**src/rtl/usr_pkg.sv**
```systemverilog
// Shared mode codes, FSM states and helpers for the universal shift register.
package usr_pkg;

    localparam logic [2:0] MODE_HOLD = 3'b000;
    localparam logic [2:0] MODE_LOAD = 3'b001;
    localparam logic [2:0] MODE_SHL  = 3'b010;
    localparam logic [2:0] MODE_SHR  = 3'b011;
    localparam logic [2:0] MODE_ROL  = 3'b100;
    localparam logic [2:0] MODE_ROR  = 3'b101;
    localparam logic [2:0] MODE_ASR  = 3'b110;
    localparam logic [2:0] MODE_CLR  = 3'b111;

    typedef enum logic {
        ST_IDLE = 1'b0,
        ST_RUN  = 1'b1
    } state_t;

    // Modes that move bits (and so may be run as a burst and update ser_out).
    function automatic logic is_shift_mode(input logic [2:0] mode);
        return (mode >= MODE_SHL) && (mode <= MODE_ASR);
    endfunction

endpackage

```
**src/rtl/usr_step.sv**
```systemverilog
// One combinational step of the universal register, shared by the
// single-step and burst paths.
module usr_step
    import usr_pkg::*;
#(
    parameter int WIDTH = 8
) (
    input  logic [WIDTH-1:0] q,
    input  logic [2:0]       mode,
    input  logic             ser_in,
    input  logic [WIDTH-1:0] par_in,
    output logic [WIDTH-1:0] next_q,
    output logic             shifted_out_bit
);

    always_comb begin
        next_q          = q;
        shifted_out_bit = 1'b0;
        case (mode)
            MODE_HOLD: next_q = q;
            MODE_LOAD: next_q = par_in;
            MODE_SHL: begin
                next_q          = {q[WIDTH-2:0], ser_in};
                shifted_out_bit = q[WIDTH-1];
            end
            MODE_SHR: begin
                next_q          = {ser_in, q[WIDTH-1:1]};
                shifted_out_bit = q[0];
            end
            MODE_ROL: begin
                next_q          = {q[WIDTH-2:0], q[WIDTH-1]};
                shifted_out_bit = q[WIDTH-1];
            end
            MODE_ROR: begin
                next_q          = {q[0], q[WIDTH-1:1]};
                shifted_out_bit = q[0];
            end
            MODE_ASR: begin
                next_q          = {q[WIDTH-1], q[WIDTH-1:1]};
                shifted_out_bit = q[0];
            end
            MODE_CLR: next_q = '0;
            default:  next_q = q;
        endcase
    end

endmodule

```
**src/rtl/univ_shift_reg.sv**
```systemverilog
// Universal register: hold/load/shift/rotate/clear per cycle, plus an
// autonomous N-step burst engine with busy/done status.
module univ_shift_reg
    import usr_pkg::*;
#(
    parameter int               WIDTH     = 8,
    parameter logic [WIDTH-1:0] RESET_VAL = {WIDTH{1'b0}},
    localparam int              CNT_W     = $clog2(WIDTH) + 1
) (
    input  logic             clk,
    input  logic             reset,
    input  logic             enable,
    input  logic [2:0]       mode,
    input  logic [WIDTH-1:0] par_in,
    input  logic             ser_in,
    input  logic             start,
    input  logic [CNT_W-1:0] shift_cnt,
    output logic [WIDTH-1:0] q,
    output logic [WIDTH-1:0] q_not,
    output logic             ser_out,
    output logic             busy,
    output logic             done
);

    state_t           state;
    logic [2:0]       burst_mode;
    logic [CNT_W-1:0] remaining;
    logic [CNT_W-1:0] sat_cnt;
    logic [2:0]       step_mode;
    logic [WIDTH-1:0] step_q;
    logic             step_bit;

    assign sat_cnt   = (shift_cnt > CNT_W'(WIDTH)) ? CNT_W'(WIDTH) : shift_cnt;
    assign step_mode = (state == ST_RUN) ? burst_mode : mode;
    assign q_not     = ~q;

    usr_step #(.WIDTH(WIDTH)) u_step (
        .q               (q),
        .mode            (step_mode),
        .ser_in          (ser_in),
        .par_in          (par_in),
        .next_q          (step_q),
        .shifted_out_bit (step_bit)
    );

    // A start with a non-shift mode falls through to the ordinary enable path.
    always_ff @(posedge clk or posedge reset) begin
        if (reset) begin
            state      <= ST_IDLE;
            q          <= RESET_VAL;
            ser_out    <= 1'b0;
            busy       <= 1'b0;
            done       <= 1'b0;
            burst_mode <= MODE_HOLD;
            remaining  <= '0;
        end else begin
            done <= 1'b0;
            case (state)
                ST_IDLE: begin
                    if (start && is_shift_mode(mode)) begin
                        burst_mode <= mode;
                        if (sat_cnt == '0) begin
                            done <= 1'b1;
                        end else begin
                            state     <= ST_RUN;
                            busy      <= 1'b1;
                            remaining <= sat_cnt;
                        end
                    end else if (enable) begin
                        q <= step_q;
                        if (is_shift_mode(mode)) begin
                            ser_out <= step_bit;
                        end
                    end
                end
                ST_RUN: begin
                    q         <= step_q;
                    ser_out   <= step_bit;
                    remaining <= remaining - CNT_W'(1);
                    if (remaining == CNT_W'(1)) begin
                        done  <= 1'b1;
                        busy  <= 1'b0;
                        state <= ST_IDLE;
                    end
                end
                default: state <= ST_IDLE;
            endcase
        end
    end

endmodule
```
**config.mk**
```make
export PLATFORM = sky130hd
export DESIGN_NAME = univ_shift_reg
export DESIGN_NICKNAME = d
export VERILOG_FILES = /design/src/rtl/usr_pkg.sv /design/src/rtl/usr_step.sv /design/src/rtl/univ_shift_reg.sv
export SDC_FILE = /design/constraint.sdc
export NUM_CORES = 1
export LEC_CHECK = 0
export ABC_CLOCK_PERIOD_IN_PS = 5000
export CORE_UTILIZATION = 49
export DETAILED_ROUTE_END_ITERATION = 8
export PLACE_DENSITY = 0.85
export SYNTH_ARGS = -nofsm -noshare
export SYNTH_HDL_FRONTEND = slang
export SYNTH_SLANG_ARGS = --single-unit
```
**constraint.sdc**
```tcl
create_clock -name clk -period 5 [get_ports clk]
set_input_delay 1 -clock clk [delete_from_list [all_inputs] [get_ports clk]]
set_output_delay 1 -clock clk [all_outputs]
set_load 0.01 [all_outputs]
```
== Word level (Yosys, flattened, before mapping) ==
Index checks and enable logic that the tools add are counted.

* Flip-flop bits (word level): 19
* Input port bits: 20
* Output and inout bits: 19
* Logic and storage cells: 64

* Add/sub/neg operators: 1
* $lt $le $gt $ge: 3
* Equality and inequality tests: 14
* Mux-type cells: 26
* Bitwise operators: 2
* Reductions and logical operators: 11

{| class="wikitable"
|+ Operators by type and width
! operator !! number
|-
| 8-bit one-hot mux with 8 select lines || 1
|-
| 8-bit two-way mux || 2
|-
| 8-bit one-hot mux with 2 select lines || 1
|-
| 3-bit == test, second input constant || 4
|-
| 1-bit two-way mux || 12
|-
| 4-bit two-way mux || 3
|-
| 2-bit inequality test, second input constant || 5
|-
| 1-bit one-hot mux with 2 select lines || 5
|-
| 8-bit NOT || 1
|-
| 4-bit one-hot mux with 2 select lines || 1
|-
| 3-bit by 2-bit == test with 1-bit output, second input constant || 2
|-
| 2-bit AND reduction || 3
|-
| 3-bit AND reduction || 2
|-
| 4-bit by 1-bit == test with 1-bit output, second input constant || 1
|-
| 4-bit > comparator, second input constant || 1
|-
| 4-bit zero test || 1
|-
| 4-bit by 1-bit subtractor with 4-bit output, second input constant || 1
|-
| 3-bit by 1-bit == test with 1-bit output, second input constant || 1
|-
| 3-bit by 2-bit >= comparator with 1-bit output, second input constant || 1
|-
| 3-bit less-or-equal comparator, second input constant || 1
|-
| 3-bit zero test || 1
|-
| 3-bit two-way mux || 1
|-
| 3-bit OR reduction || 1
|-
| 1-bit logical AND || 2
|-
| other kinds (3) || 3
|}

== Depth between registers and ports, before layout ==
* Word-level depth: 8
* Mapped depth: 7
* Gate-level depth less buffers: 5

== By module ==
From an unflattened synthesis, not the netlist that was laid out.

* Cells, all modules: 163
* Area total of the unflattened synthesis: 1536.5 um2

{| class="wikitable"
|+ By module, submodules not included
! module !! instances !! cells an instance !! area each (um2) !! sequential area each (um2)
|-
| univ_shift_reg || 1 || 88 || 1014.7 || 475.5
|-
| usr_step || 1 || 75 || 521.8 || 0.0
|}

== Worst setup path before layout ==
Ideal clock, no wire load.

* Path type: input to register
* From: input port mode[1]
* To: register q[1]
* Setup time: 0.092 ns
* Arrival: 2.207 ns
* Data required time: 4.908 ns
* Slack: 2.701 ns
* Stages on the path: 5
* Path buffers: 1
* Path through: or2_4 -> and3_4 -> a221o_1 -> buf_6 -> o31ai_2

* Word-level cells in the longest chain between the ends: 6
* Elaborated cells on any way between the ends: 19
* Classes of those cells: order compare (2); eq/ne (8); mux (5); reduce/logical (4)

{| class="wikitable"
|+ RTL lines
! element !! line !! text
|-
| start: declaration || univ_shift_reg.sv:13 || <nowiki>input logic [2:0] mode,</nowiki>
|-
| 3-bit two-way mux || univ_shift_reg.sv:34 || <nowiki>assign step_mode = (state == ST_RUN) ? burst_mode : mode;</nowiki>
|-
| 3-bit == test (tied with other cells) || usr_step.sv:19 || <nowiki>case (mode)</nowiki>
|-
| 8-bit one-hot mux with 8 select lines || usr_step.sv:19 ||
|-
| 8-bit two-way mux || univ_shift_reg.sv:69 || <nowiki>end else if (enable) begin</nowiki>
|-
| 8-bit two-way mux || univ_shift_reg.sv:60 || <nowiki>if (start && is_shift_mode(mode)) begin</nowiki>
|-
| 8-bit one-hot mux with 2 select lines || univ_shift_reg.sv:58 || <nowiki>case (state)</nowiki>
|-
| end signal: assignment || univ_shift_reg.sv:70 || <nowiki>q <= step_q;</nowiki>
|-
| end signal: assignment || univ_shift_reg.sv:77 || <nowiki>q <= step_q;</nowiki>
|-
| end: declaration || univ_shift_reg.sv:18 || <nowiki>output logic [WIDTH-1:0] q,</nowiki>
|}

Parallel ways exist; a longest one is shown, timed or not. The select of a mux whose other input is x is not followed.
A chain may end at the register's enable or synchronous reset.

== Worst setup path in the final report ==
* From: input port mode[1]
* To: register q[0]

The elaborated chain is that of the path after synthesis.

==> impl_metrics.toml <==
[worst_setup_path]
path_max_fanout = 15
worstSetupEndpointType = "flip-flop"
crit_type = "primary input to flip-flop"
start_kind = "primary input"
cp.arrival_ps = 2950
cp-startpoint = "mode[1]"
reg2reg_depth = 5
r2r_end = "q[0]"
r2r_slack_ps = 2640
required_ps = 5190
critPathCapture = "q[0]"
rr_startpoint = "state"

[sta]
rsz0062_at_grt = "no"
hold_viol_final = 0
skew_ps = 1.28
max_freq_mhz = 361
tns_ps = 0
worst_pin_slew_ps = 756
relSlewSlack = 0.496
min_period_ps = 2770
setup_viol = 0
post-route-period-util = 0.553
fin_ws_ps = 2230
maxSlewViolCount = 0

[floorplan]
die_h_microns = 52.1
core_area_sq_um = 2300
start_util = 0.535
die_area_sq_um = 2710
dieWidth_microns = 52.1
io_pins = 39
num_rows = 17

[hold_path]
min_from = "busy"
hold_path.class = "flip-flop to flip-flop"

[logic_synthesis]
ys.flop_type = "dfrtp_1"
muxShareOfSynthArea = 0.0866
avgSynthCellArea_sq_um = 9.52
synth_edf_count = 0
async_reset_ff_frac = 1.00
synth_xor_area_frac = 0.0356
synth_top_family_by_area = "compound AO/OA/AOI/OAI gates"
ys_seq_area_frac = 0.387
synthCells = 129
synth-compound-area-share = 0.245
ys_types = 36
synth_simple_gate_area_frac = 0.158
synth.cell_area_sq_um = 1230
synth_adder_area_share = 0.0204
synth_fp_nets = 151
ys_seq_elements = 19
yosysWarnings = 0

[cells_and_area]
seqCellArea_sq_um = 475
drive_gt1_frac = 0.102
area_growth_pct = 33.0
fin_nets = 190
layout_common_cells = "clkdlybuf4s50_1 (38), dfrtp_1 (19), inv_1 (12)"
final_common_cell = "clkdlybuf4s50_1"
multiInputGateArea_sq_um = 671
fillers = 172
n_antenna_cell = 0

[detailed_routing]
vias = 1156
first_pass_iters = 4
wirelength_microns = 2940
ant_nets = 0
drc = 0
wire_per_inst_microns = 15.1
routed_via_density = 5.93
drt_iter0_drc = 42

[pwr]
ir_worst_vdd_mv = 0.403
power_density_nw_per_um2 = 666
switchingPower_mw = 0.473
p_comb_frac = 0.615
intPower_mw = 0.616
power_leakage_nw = 0.689
switching_share = 0.435
p_seq_frac = 0.309
clockPowerShare = 0.076

[clocking]
cts_buffers = 3
htree_num_levels = 1
postCtsSetupBuffers = 0
ctsResizeCount = 0
insertion_delay_ps = 310
cts-hold-fix-buffers = 0
clockBufferDepth = 2
clk_pin_slew_ps = 120
cts.sinks = 19
cts-root-buf = "clkbuf_4"
cts_tree = "yes"

[placement]
post-dp-hpwl_microns = 2180
io_buffers = 38
routabilityCongestion = 0.880
pre_cts_ws_ps = 1920

[grt]
grt_pass1_vias = 1019
grt_pass1_wl_microns = 4680
grt_overflow = 0
grtUsageTotal = 0.239
antenna_found_initial = 0
grt_max_degree = 25

[job]
maxCapViolCount = 0

[run_status]
status = "finished clean"
[state kept, by name (all words and copies together), names as in the netlist]
signal and flops:
burst_mode 3, busy 1, done 1, q 8, remaining 4, ser_out 1
state 1
[logic make-up after synthesis]
group           count (synthesis)
xor+xnor                        5
fa+ha+maj                       2
simple gates                   38
flops                          19
mux                            10
compound gates                 39
buf+inv                        16
[how the worst min path moves through the flow]
| stage | end | cells past startpoint |
|---|---|---|
| 2_1_floorplan | remaining[0] | 1 |
| 3_3_place_gp | busy | 2 |
| 3_5_place_dp | busy | 2 |
| 4_1_cts | busy | 2 |
| 5_1_grt | ser_out | 1 |
| 6_report | busy | 2 |
[metal layers]
| metal | part of all wire | GRT usage | wire [microns] | vias up |
|---|---|---|---|---|
| met3 | 0.053 | 0.0263 | 157 | 5 |
| met2 | 0.48 | 0.408 | 1420 | 46 |
| li1 | - | - | - | 562 |
| met4 | 0.016 | 0.108 | 46 | 0 |
| met5 | 0 | 0 | 0 | - |
| met1 | 0.45 | 0.299 | 1320 | 543 |
[worst max-delay path, cell delays in order]
cell and delay (ps):
clkdlybuf4s50_1 490, or2_4 300, and3_4 200, a221o_1 560, a211oi_1 340, a211oi_2 70
[synthesized netlist by cell type (all sizes together), types with 5 or more instances]
cell,count,share of area
dfrtp,19,0.39
a21oi,6,0.024
mux2,5,0.046
inv,12,0.037
mux2i,5,0.041
a211oi,6,0.041
a221oi,7,0.050
nor2,11,0.034
nand2,11,0.034
o31ai,8,0.061
[power groups by stage]
stage	sequential (mW)	combinational, mW	clock [mW]
6_report	0.337	0.670	0.0827
5_1_grt	0.349	0.738	0.0925
4_1_cts	0.335	0.670	0.0845
3_5_place_dp	0.338	0.669	0
3_3_place_gp	0.334	0.654	0
2_1_floorplan	0.320	0.456	0
[per-stage QoR]
| step | area [sq um] | util | instances | total power, mW | hold slack, ps |
|---|---|---|---|---|---|
| 2_1_floorplan | 1230 | - | 129 | 0.776 | 491 |
| 3_3_place_gp | 1610 | 0.699 | 191 | 0.989 | 463 |
| 3_5_place_dp | 1610 | 0.699 | 191 | 1.01 | 473 |
| 4_1_cts | 1630 | 0.711 | 195 | 1.09 | 501 |
| 5_1_grt | 1630 | 0.711 | 195 | 1.18 | 551 |
| 6_report | 1630 | 0.711 | 195 | 1.09 | 498 |
[area by class of cell]
| class | instances | share of cell area |
|---|---|---|
| Tap cell | 28 | 0.0214 |
| Timing Repair Buffer | 38 | 0.233 |
| Sequential cell | 19 | 0.291 |
| Multi-Input combinational cell | 94 | 0.410 |
| Clock buffer | 3 | 0.0138 |
| Inverter | 12 | 0.0276 |
| Clock inverter | 1 | 0.00306 |
Note: power is estimated with default switching activity, not from simulation.
